$ cat src/rtl/gate_bist.sv
// Exhaustive-sweep self-test engine for small combinational gates.
// Drives every input pattern, samples the gate output and checks it against TRUTH.
module gate_bist #(
    parameter int                    N_IN   = 2,
    parameter logic [2**N_IN-1:0]    TRUTH  = 4'b1000,
    parameter int                    SETTLE = 1
) (
    input  logic            clk,
    input  logic            rst,
    input  logic            start,
    input  logic            dut_y,
    output logic [N_IN-1:0] pattern,
    output logic            busy,
    output logic            done,
    output logic            pass,
    output logic [N_IN:0]   err_count,
    output logic [N_IN-1:0] fail_index
);

    localparam int              CW     = (SETTLE > 1) ? $clog2(SETTLE) : 1;
    localparam logic [CW-1:0]   RELOAD = CW'(SETTLE - 1);
    localparam logic [N_IN-1:0] LAST   = '1;

    typedef enum logic [1:0] {IDLE, DRIVE, SAMPLE, DONE} state_t;

    state_t          state;
    logic [CW-1:0]   settle_cnt;
    logic [N_IN:0]   err_cnt;
    logic            first_seen;

    always_ff @(posedge clk) begin
        if (rst) begin
            state      <= IDLE;
            pattern    <= '0;
            settle_cnt <= RELOAD;
            err_cnt    <= '0;
            fail_index <= '0;
            first_seen <= 1'b0;
            busy       <= 1'b0;
            done       <= 1'b0;
        end else begin
            case (state)
                IDLE, DONE: begin
                    // IDLE keeps results cleared; DONE holds them until a new start
                    if (state == IDLE || start) begin
                        pattern    <= '0;
                        err_cnt    <= '0;
                        fail_index <= '0;
                        first_seen <= 1'b0;
                        settle_cnt <= RELOAD;
                    end
                    if (start) begin
                        state <= DRIVE;
                        busy  <= 1'b1;
                        done  <= 1'b0;
                    end
                end
                DRIVE: begin
                    if (settle_cnt == '0) begin
                        state <= SAMPLE;
                    end else begin
                        settle_cnt <= settle_cnt - 1'b1;
                    end
                end
                SAMPLE: begin
                    if (dut_y != TRUTH[pattern]) begin
                        err_cnt <= err_cnt + 1'b1;
                        if (!first_seen) begin
                            fail_index <= pattern;
                            first_seen <= 1'b1;
                        end
                    end
                    if (pattern == LAST) begin
                        state <= DONE;
                        busy  <= 1'b0;
                        done  <= 1'b1;
                    end else begin
                        pattern    <= pattern + 1'b1;
                        settle_cnt <= RELOAD;
                        state      <= DRIVE;
                    end
                end
                default: begin
                    state <= IDLE;
                    busy  <= 1'b0;
                    done  <= 1'b0;
                end
            endcase
        end
    end

    assign err_count = err_cnt;
    assign pass      = done && (err_cnt == '0);

endmodule

$ cat config.mk
export PLATFORM = sky130hd
export DESIGN_NAME = gate_bist
export DESIGN_NICKNAME = d
export VERILOG_FILES = /design/src/rtl/gate_bist.sv
export SDC_FILE = /design/constraint.sdc
export NUM_CORES = 1
export LEC_CHECK = 0
export CAP_MARGIN = 20
export CORE_MARGIN = 1.5
export CORE_UTILIZATION = 48
export DETAILED_ROUTE_END_ITERATION = 6
export PLACE_DENSITY = 0.84
export SYNTH_ARGS = -nofsm -noshare
export SYNTH_HDL_FRONTEND = slang
export SYNTH_SLANG_ARGS = --single-unit
export TNS_END_PERCENT = 5
$ cat constraint.sdc
create_clock -name clk -period 2.3 [get_ports clk]
set_input_delay 0.23 -clock clk [delete_from_list [all_inputs] [get_ports clk]]
set_output_delay 0.23 -clock clk [all_outputs]
set_load 0.01 [all_outputs]
# Word-level counts from Yosys, hierarchy flattened
# Cells that the tools add are included.
[word_totals]
input_bits = 4
out_inout_bits = 10
register_bits = 13
[classes]
n_mux = 27
n_reduce_logical = 12
n_eq_ne = 12
addsub = 3
magnitude_cmp = 1
[op_table]
columns = ["cell", "count"]
rows = [
  ["2-to-1 mux 2 bit", 7],
  ["!= test 2 bit (second input constant)", 7],
  ["2-to-1 mux 1 bit", 9],
  ["AND reduction 3 bit", 3],
  ["case mux 2 bit (2 select lines)", 2],
  ["equality test 2 bit (second input constant)", 3],
  ["2-to-1 mux 3 bit", 2],
  ["case mux 1 bit (2 select lines)", 3],
  ["case mux 2 bit (3 select lines)", 1],
  ["case mux 3 bit (2 select lines)", 1],
  ["AND reduction 2 bit", 2],
  ["AND reduction 4 bit", 1],
  ["adder 3 x 1 -> 3 bit (second input constant)", 1],
  ["logical NOT 3 bit", 1],
  ["< comparator 2 x 3 -> 1 bit (second input constant)", 1],
  ["case mux 1 bit (3 select lines)", 1],
  ["adder 2 x 1 -> 2 bit (second input constant)", 1],
  ["binary-select mux 1 bit (select 2 bit)", 1],
  ["equality test 2 x 1 -> 1 bit (second input constant)", 1],
  ["logical NOT 2 bit", 1],
  ["nonzero test 2 bit", 1],
  ["OR reduction 2 bit", 1],
  ["logical AND 1 bit", 1],
  ["logical OR 1 bit", 1],
  ["other kinds (2)", 2],
]

# Depth between registers and ports, before layout
[logic_depth]
word_depth = 5
depth_mapped = 6
depth_no_buf = 6

# Worst setup path after synthesis
# No wires, ideal clock.
[synth_timing]
path_kind = "register -> register"
startpoint = "register state[0]"
endpoint = "register pattern[0]"
path_stages_with_launch = 7
slack_ps = 569
synth_period_minus_slack_ps = 1731
t_arrival_ps = 1663
n_path_buf = 0
path_cell_list = "dfxtp_1 -> inv_1 -> ha_1 -> nor2b_2 -> a211o_1 -> or3b_1 -> a21oi_2"
[synth_between]
elab_chain_cells = 4
[synth_lines]
columns = ["element", "line", "rtl"]
rows = [
  ["start, declared", "26", "state_t state;"],
  ["start signal, assigned", "33", "state <= IDLE;"],
  ["start signal, assigned", "53", "state <= DRIVE;"],
  ["start signal, assigned", "60", "state <= SAMPLE;"],
  ["equality test 2 bit or logical NOT 2 bit (tied branches)", "42, 45", ""],
  ["OR reduction 2 bit or logical OR 1 bit (tied branches)", "42, 45", ""],
  ["!= test 2 bit (no line) or nonzero test 2 bit (tied branches)", "-", ""],
  ["AND reduction 3 bit (no line)", "-", ""],
  ["end signal, assigned", "78", "pattern <= pattern + 1'b1;"],
  ["end, declared", "12", "output logic [N_IN-1:0] pattern,"],
]
# Parallel ways exist; a longest one is shown, timed or not.
# A chain may end at the register's enable or synchronous reset.

# Final worst setup path
# Ends and elaborated chain as after synthesis.

==> impl_metrics.toml <==
[floorplanning]
start_util = 0.516
rows = 13
die_y_um = 40.6
die-area_um2 = 1650
core_region_area_um2 = 1320
die_w_um = 40.6
io-pin-count = 14

[clock_tree]
clkLatencyLatePin_ns = 0.27
cts_hold_buffers = 0
cts_sinks = 12
post_cts_buffers = 0
cts_resized = 0
path_clk_slew_ns = 0.07
cts_root_buffer = "clkbuf_4"
cts_buffer_depth = 2
cts_inserted_buffers = 3
cts_tree = "built"
htreeDepth = 1

[global_routing]
grt_pass1_wl_um = 2030
grt_max_degree = 15
antenna_found_initial = 0
grt_pass1_vias = 490
grt.total_usage = 0.190
overflow = 0

[sta]
slew_violations = 0
maxSlewHeadroom = 0.655
finalSetupViolations = 0
setup_ws_ns = 0.411
hold_viol_final = 0
worstMarginPinSlew_ns = 0.516
whs_ns = 0.479
max_freq_mhz = 529
finalCritPeriodShare = 0.822
fin_worst_skew_ns = 0.00160
finalSetupTns_ns = 0
fin_crit_ns = 1.89
grt_setup_unrepaired = "no"

[routing]
ant_nets = 0
num_vias = 585
detail_route.wl_per_cell_um = 11.8
drc = 0
routed_via_density = 5.52
drt_iter0_drc = 3
first_pass_iters = 4
routed_wl_um = 1250

[placement]
dp_slack_ns = 0.429
io_buffers = 13
dp_hpwl_um = 941
gp_congestion = 0.814
place_area_um2 = 821

[logic_synthesis]
ys_async_sr_fraction = 0
yosys.area.top_type = "dfxtp_1"
synth_top_area_share = 0.354
ys_types = 25
synth_edf_count = 0
synth.area.top_cells = "dfxtp_1, ha_1, a21oi_1, nand2b_1, nand3_1"
netlist_area_um2 = 679
yosysMostFrequentCell = "dfxtp_1"
synth_seq_cells = 12
ys_warn_count = 0
synthCells = 77
synth_seq_area_share = 0.354
ys_dominant_reg_cell = "dfxtp_1"
avgSynthCellArea_um2 = 8.82
syn_nets = 90
synthTopCellsByCount = "dfxtp_1, ha_1, a21oi_1"

[setup_path]
worstPathCellList = "inv_1 > ha_1 > nor2b_2 > a211o_1 > or3b_1 > a21oi_2"
r2r_setup_slack_ns = 0.41
critPathSlowestCell = "or3b_1"
cp_slowest_stage_delay_ns = 0.41
worstReg2RegEnd = "pattern[0]"
r2r_cells = 6
reg2reg_from = "state[0]"
worst_ep_arrival_time_ns = 2.10
end_kind = "flip-flop"
critical_path_class = "flip-flop to flip-flop"
crit_fanout = 5
start_kind = "flip-flop"
required_ns = 2.51

[final_layout]
finalNetCount = 106
n_antenna_cell = 0
layout-area-overhead-vs-synth_pct = 24.1
n_fill_cell = 109
fin_area_um2 = 843
drive_above_1_share = 0.0879

[power]
p_per_area_nw_per_um2 = 579
peakVddDrop_mv = 0.413
p_leak_nw = 0.338

[worst_hold_path]
hp-start = "fail_index[1]"
holdPathStages = 2
hold_path.class = "flip-flop to flip-flop"
holdPathEnd = "fail_index[1]"

[status]
outcome = "completed"

[flow_run]
maxCapViolations = 0
==> worst max-delay path by stage <==
stage,from,end
2_1_floorplan,state[0],pattern[0]
6_report,state[0],pattern[0]
3_3_place_gp,state[0],pattern[0]
4_1_cts,state[0],pattern[0]
3_5_place_dp,state[0],pattern[0]
5_1_grt,state[0],pattern[0]
==> registers in the layout (all words and copies together), names as in the netlist <==
register	flops
busy	1
done	1
err_count	3
pattern	2
state	2
fail_index	2
first_seen	1
==> per-layer routing <==
metal | GRT usage | vias up | wire length, µm
met5 | 0 | - | 0
met4 | 0.125 | 0 | 34
met3 | 0.0380 | 5 | 51
met2 | 0.313 | 13 | 581
met1 | 0.220 | 271 | 583
li1 | - | 296 | -
==> cell usage in the layout (no fill, tap or decap), types with 2 or more instances in the layout <==
master and instances:
dfxtp_1 12, nor2b_1 3, nor2_1 6, nand2_1 3, a21o_1 2, clkbuf_4 3, nand2b_1 4, clkdlybuf4s50_1 13
mux2i_1 2, a21oi_1 7, ha_1 9, nor3_1 4, inv_1 5, a211oi_1 2, nand3_1 5
==> report_power, final <==
group | switching (W) | internal (W)
registers | 0.00000759 | 0.000218
logic | 0.0000719 | 0.0000620
clock network | 0.0000680 | 0.0000607
total | 0.000148 | 0.000341
==> logic make-up (layout without fill, tap and decap cells) <==
logic type / Yosys count / in the layout / synth area share
XOR/XNOR: 1 / 1 / 0.0129
adder cells (fa/ha/maj): 9 / 9 / 0.166
AO/OA/AOI/OAI: 15 / 15 / 0.153
multiplexers: 2 / 2 / 0.0295
AND/OR/NAND/NOR: 31 / 31 / 0.247
flip-flops: 12 / 12 / 0.354
buffers and inverters: 7 / 21 / 0.0387
==> stage by stage <==
stage | power [W] | util | instances
after global placement | 0.000359 | 0.623 | 103
after detailed placement | 0.000363 | 0.623 | 103
final | 0.000488 | 0.640 | 106
after floorplan | 0.000327 | - | 77
after global routing | 0.000513 | 0.640 | 106
after CTS | 0.000492 | 0.640 | 106
==> worst max-delay path: cells and delay by family, from the launching register on <==
kind                     cells  cell delay (ns)
AND/OR/NAND/NOR              2             0.59
adder cells (fa/ha/maj)      1             0.35
flip-flops                   1             0.37
AO/OA/AOI/OAI                2             0.40
buffers and inverters        1             0.11
==> area by class of cell <==
| class | instances | area (µm²) | share of cell area |
|---|---|---|---|
| flip-flops and latches | 12 | 240 | 0.285 |
| well taps | 15 | 18.8 | 0.0223 |
| clock buffers | 3 | 22.5 | 0.0267 |
| repair buffers | 13 | 130 | 0.154 |
| multi-input cells | 58 | 413 | 0.490 |
| inverters | 5 | 18.8 | 0.0223 |
No activity file was read; power rests on OpenSTA's default activity.
